$ cat src/rtl/bcd2_counter.sv
// Two-digit BCD up/down counter with a clock-enable divider, a STOP/RUN
// state machine, synchronous clear and a validated BCD preset load.
module bcd2_counter #(
    parameter int unsigned DIV = 100000000
) (
    input  logic       clk,
    input  logic       rst,
    input  logic       start_stop,
    input  logic       clear,
    input  logic       up,
    input  logic       load,
    input  logic [7:0] load_val,
    output logic [3:0] digit1,
    output logic [3:0] digit0,
    output logic       tick,
    output logic       wrap,
    output logic       running
);

    localparam int unsigned DIV_W = (DIV > 1) ? $clog2(DIV) : 1;
    localparam logic [DIV_W-1:0] DIV_LAST = DIV_W'(DIV - 1);

    typedef enum logic {
        ST_STOP = 1'b0,
        ST_RUN  = 1'b1
    } state_e;

    state_e           state_q;
    logic [DIV_W-1:0] div_q;
    logic [3:0]       tens_q;
    logic [3:0]       ones_q;
    logic             tick_q;
    logic             wrap_q;

    logic [3:0]       tens_d;
    logic [3:0]       ones_d;
    logic             wrap_d;
    logic             load_ok;
    logic             div_last;

    // A preset is only accepted when both nibbles are legal BCD digits.
    assign load_ok  = (load_val[7:4] <= 4'd9) && (load_val[3:0] <= 4'd9);
    assign div_last = (div_q == DIV_LAST);

    // Digit values after one count step in the requested direction.
    always_comb begin
        tens_d = tens_q;
        ones_d = ones_q;
        wrap_d = 1'b0;
        if (up) begin
            if (ones_q < 4'd9) begin
                ones_d = ones_q + 4'd1;
            end else begin
                ones_d = 4'd0;
                if (tens_q >= 4'd9) begin
                    tens_d = 4'd0;
                    wrap_d = 1'b1;
                end else begin
                    tens_d = tens_q + 4'd1;
                end
            end
        end else begin
            if (ones_q != 4'd0) begin
                ones_d = ones_q - 4'd1;
            end else begin
                ones_d = 4'd9;
                if (tens_q == 4'd0) begin
                    tens_d = 4'd9;
                    wrap_d = 1'b1;
                end else begin
                    tens_d = tens_q - 4'd1;
                end
            end
        end
    end

    // FSM, divider and digit registers; priority rst > clear > load > step.
    always_ff @(posedge clk or posedge rst) begin
        if (rst) begin
            state_q <= ST_STOP;
            div_q   <= '0;
            tens_q  <= 4'd0;
            ones_q  <= 4'd0;
            tick_q  <= 1'b0;
            wrap_q  <= 1'b0;
        end else if (clear) begin
            state_q <= ST_STOP;
            div_q   <= '0;
            tens_q  <= 4'd0;
            ones_q  <= 4'd0;
            tick_q  <= 1'b0;
            wrap_q  <= 1'b0;
        end else begin
            tick_q <= 1'b0;
            wrap_q <= 1'b0;
            if (start_stop) begin
                state_q <= (state_q == ST_RUN) ? ST_STOP : ST_RUN;
            end
            if (load) begin
                // An illegal preset is dropped but still swallows any step.
                if (load_ok) begin
                    tens_q <= load_val[7:4];
                    ones_q <= load_val[3:0];
                    div_q  <= '0;
                end
            end else if (state_q == ST_RUN) begin
                if (div_last) begin
                    div_q  <= '0;
                    tens_q <= tens_d;
                    ones_q <= ones_d;
                    tick_q <= 1'b1;
                    wrap_q <= wrap_d;
                end else begin
                    div_q <= div_q + DIV_W'(1);
                end
            end
        end
    end

    assign digit1  = tens_q;
    assign digit0  = ones_q;
    assign tick    = tick_q;
    assign wrap    = wrap_q;
    assign running = (state_q == ST_RUN);

endmodule

$ cat config.mk
export PLATFORM = sky130hd
export DESIGN_NAME = bcd2_counter
export DESIGN_NICKNAME = d
export VERILOG_FILES = /design/src/rtl/bcd2_counter.sv
export SDC_FILE = /design/constraint.sdc
export NUM_CORES = 1
export LEC_CHECK = 0
export CAP_MARGIN = 20
export CORE_MARGIN = 10
export CORE_UTILIZATION = 48
export DETAILED_ROUTE_END_ITERATION = 7
export HOLD_SLACK_MARGIN = 0.08
export PLACE_DENSITY = 0.67
export SYNTH_ARGS = -nofsm -noshare
export SYNTH_HDL_FRONTEND = slang
export SYNTH_SLANG_ARGS = --single-unit
$ cat constraint.sdc
create_clock -name clk -period 4.1 [get_ports clk]
set_clock_uncertainty 0.2 [all_clocks]
set_input_delay 0.82 -clock clk [delete_from_list [all_inputs] [get_ports clk]]
set_output_delay 0.82 -clock clk [all_outputs]
set_load 0.03 [all_outputs]
# Yosys cells after proc, flatten, opt, wreduce, memory -nomap -nowiden
# Cells that the tools add are included.
# classes
reduce_logical	9
muxes	39
n_addsub	5
eq_ne	4
n_lt_le_gt_ge	4
# ops
op	count
two-way mux 27 bit	5
two-way mux 4 bit	18
adder 27 x 1 -> 27 bit, second input constant	1
equality test 27 bit, second input constant	1
two-way mux 1 bit	16
adder 4 x 1 -> 4 bit, second input constant	2
less-or-equal comparator 4 bit, second input constant	2
!= test 4 bit, second input constant	2
subtractor 4 x 1 -> 4 bit, second input constant	2
nonzero test 3 bit	2
AND reduction 5 bit	1
>= comparator 4 bit, second input constant	1
zero test 4 bit	1
< comparator 4 bit, second input constant	1
nonzero test 4 bit	1
!= test 3 x 2 -> 1 bit, second input constant	1
AND reduction 3 bit	1
AND reduction 2 bit	1
nonzero test 2 bit	1
logical AND 1 bit	1
# totals
in_bits	14
output_inout_bits	11
word_cells	67
register_bits	38

# Logic depth before layout (Yosys ltp)
# depth
depth_word	8
depth_mapped	7
ltp_nobuf	7

# Least setup slack after synthesis
# No wires, ideal clock.
# synth_timing
kind	reg2reg
startpoint	register div_q[9]
endpoint	register ones_q[2], in the netlist digit0[2]
path_buffers	0
t_arrival_ps	2425
setup_ps	128
period_less_slack_ps	2752
path_stages_with_launch	6
t_required_ps	3772
setup_slack_ps	1348
path_cell_list	dfrtp_1 > or4b_1 > or4_4 > o41a_1 > nor2_4 > mux2_1
# synth_via
elab_chain_cells	3
# synth_rtl
item	line_no	rtl
from (decl)	29	logic [DIV_W-1:0] div_q;
from (signal assigned)	114	div_q <= div_q + DIV_W'(1);
equality test 27 bit	43	assign div_last = (div_q == DIV_LAST);
nonzero test 3 bit (no line)	-	
AND reduction 3 bit (no line)	-	
to (signal assigned)	103	ones_q <= load_val[3:0];
to (signal assigned)	110	ones_q <= ones_d;
to (decl)	31	logic [3:0] ones_q;
# No other way between the ends.
# A chain may end at the register's enable or synchronous reset.

# Final worst setup path
# layout_timing
startpoint	register div_q[9]
endpoint	register div_q[14]
# layout_via
elab_chain_cells	5
elab_cells_between_ends	6
classes_between	add/sub: 1; eq/ne: 1; mux: 4
# layout_rtl
item	line_no	rtl
adder 27 x 1 -> 27 bit or equality test 27 bit (tied branches)	114, 43	
two-way mux 27 bit *	107	if (div_last) begin
two-way mux 27 bit *	106	end else if (state_q == ST_RUN) begin
two-way mux 27 bit *	99	if (load) begin
two-way mux 27 bit *	86	end else if (clear) begin
# Mark *: on every way between the ends. The rest lies on a longest branch, timed or not. The select of a mux whose other input is x is not followed.

==> metrics.cfg <==
[detailed_routing]
vias=2149
drc_errors=0
antenna_left=0
drt-initial-drc-count=161
dr.pass1.iters=4
wl_mm=5.84
viasPerCell=5.81
wire_per_inst_um=15.8

[cts]
h-tree-depth=2
cts_tree=done
numCtsBuffers=5
clk_path_buf_depth=2
cts_sinks=38
clock_latency_ns=0.29
root_buffer=clkbuf_8
cts_hold_buffers=0
ctsResizeCount=0
cts_setup_buffers=0
clk_pin_slew_ns=0.08

[job]
max-cap-violations=0

[layout]
area_growth_syn_to_layout_pct=18.9
layout_common_cells=dfrtp_1, nor2_1, clkdlybuf4s50_1
fin_nets=324
n_antenna_cell=0
final_common_cell=dfrtp_1
drive_gt1_share_pct=8.25
fin_area_sq_um=2920

[global_route]
antenna_found_initial=0
grt.total_usage_pct=14.2
grt_max_degree=39
grt_pass1_wl_mm=10.2
grt_pass1_vias=2043
gr-total-overflow=0

[yosys]
synth_top_area_share_pct=38.8
synth_seq_cells=38
synthFlopType=dfrtp_1
ys_types=55
async_reset_ff_share_pct=100
syn-num-nets=300
ys_seq_area_share_pct=38.8
syn_avg_cell_area_sq_um=8.82
synth_warnings=0
synth.area.top_cells=dfrtp_1, xor2_1, nor2_1
syn_area_sq_um=2450
synth-edff-count=0
syn-instance-count=278
synth_largest_area_cell=dfrtp_1

[hold_path]
min_path_type=reg -> reg
hold_end=div_q[6]
min_from=div_q[6]
min_path_cells=1

[placed_design]
gp_congestion=0.855
port_buffers=24
postPlaceCellArea_sq_um=2770
dp_hpwl_mm=4.14

[die]
die-area_sq_um=8370
initial_utilization_pct=50.6
die_w_um=91.5
core_area_sq_um=4850
fp.dieH_um=91.5
row_count=25
pin_count=25

[setup_path]
rr_startpoint=div_q[9]
crit_type=reg -> reg
crit_arrival_ns=2.93
cp_data_required_time_ns=4.07
cp_max_fo=18
reg2regPathDepth=6
startpoint_type=flop
regToRegSetupSlack_ns=1.14
r2r-end=div_q[14]
end_kind=flop

[pwr]
cellPowerDensity_nw_per_um2=386
worst_ir_drop_vdd_uv=191
p_leak_nw=1.17

[run_status]
outcome=finished, final reports clean

[sta]
fmax_mhz=338
setup_violations=0
tns_ns=0
slew_violations=0
rsz0062_at_grt=no
tightestPinTransition_ns=0.872
period_minus_slack_ns=2.96
hold_viol=0
max_slew_margin_pct=41.3
fin_crit_sh_pct=72.2

==> cell type report <==
| cell class | instances | area (sq um) |
|---|---|---|
| Clock inverter | 2 | 60.1 |
| Timing Repair Buffer | 31 | 293 |
| Clock buffer | 6 | 82.6 |
| Fill cell | 446 | 1930 |
| Tap cell | 67 | 83.8 |
| Inverter | 14 | 52.6 |
| Sequential cell | 38 | 951 |
| Multi-Input combinational cell | 212 | 1390 |
==> power by group <==
part,internal [mW],switching [mW],leakage (nW)
Combinational,0.131,0.172,0.581
Clock,0.260,0.130,0.0714
Sequential,0.394,0.0379,0.521
==> cell usage after synthesis (all sizes together) (2+ instances only) <==
master   n
a21oi   11
dfrtp   38
or2      3
o211ai   2
inv     14
or3      4
nor4     9
o41ai    2
mux2i    5
a32o     3
or4      5
nand4b   2
buf      3
o21ai   16
a31oi    2
ha       8
nor3     3
xor2    13
o22ai    2
mux2     3
nor2b    3
clkbuf  11
nor2    29
nand4   12
nand3   17
nand2   23
a32oi    3
xnor2    5
nand2b   8
==> state kept, by name, summed over array words and instances (netlist names) <==
register and count:
digit1 4, tick 1, div_q 27, wrap 1, digit0 4, running 1
==> critical path, cell delays in order (launching register included) <==
cell	delay, ns
dfrtp_1	0.46
or4b_1	0.55
or4_4	0.54
o41a_1	0.55
nor2_4	0.21
buf_4	0.26
nor2_1	0.08
==> worst max-delay path by stage <==
stage	startpoint	to	slack (ns)	depth (start not counted)
final	div_q[9]	div_q[14]	1.14	6
after global placement	load	digit1[3]	1.18	7
after floorplan	div_q[9]	digit0[2]	1.35	5
after global routing	div_q[9]	div_q[10]	1.03	6
after CTS	div_q[9]	div_q[14]	1.14	6
after detailed placement	load	digit1[3]	1.13	7
==> logic make-up (layout without fill, tap and decap cells) <==
kind of cell	Yosys count	in the layout	share of synthesized area, %
buf+inv	28	53	4.64
xor+xnor	18	18	6.43
fa+ha+maj	8	8	4.08
flops	38	38	38.8
mux	8	8	3.42
simple gates	123	123	26.4
compound gates	55	55	16.2
==> routing by layer <==
metal	global-route usage [%]	part of all wire, %
met4	2.87	0.60
met1	19.3	48
met2	22.3	46
met5	0	0
met3	3.21	5.2
==> metrics by stage <==
| stage | power, mW | util [%] | worst slack [ns] | std cells | hold slack (ns) |
|---|---|---|---|---|---|
| floorplan | 0.639 | - | 1.35 | 278 | 0.279 |
| global placement | 0.739 | 57.2 | 1.18 | 362 | 0.308 |
| detailed placement | 0.740 | 57.2 | 1.13 | 362 | 0.313 |
| CTS | 1.13 | 60.2 | 1.14 | 370 | 0.326 |
| global route | 1.19 | 60.2 | 1.03 | 370 | 0.364 |
| finish | 1.12 | 60.2 | 1.14 | 370 | 0.334 |
Note: power is estimated with default switching activity, not from simulation.
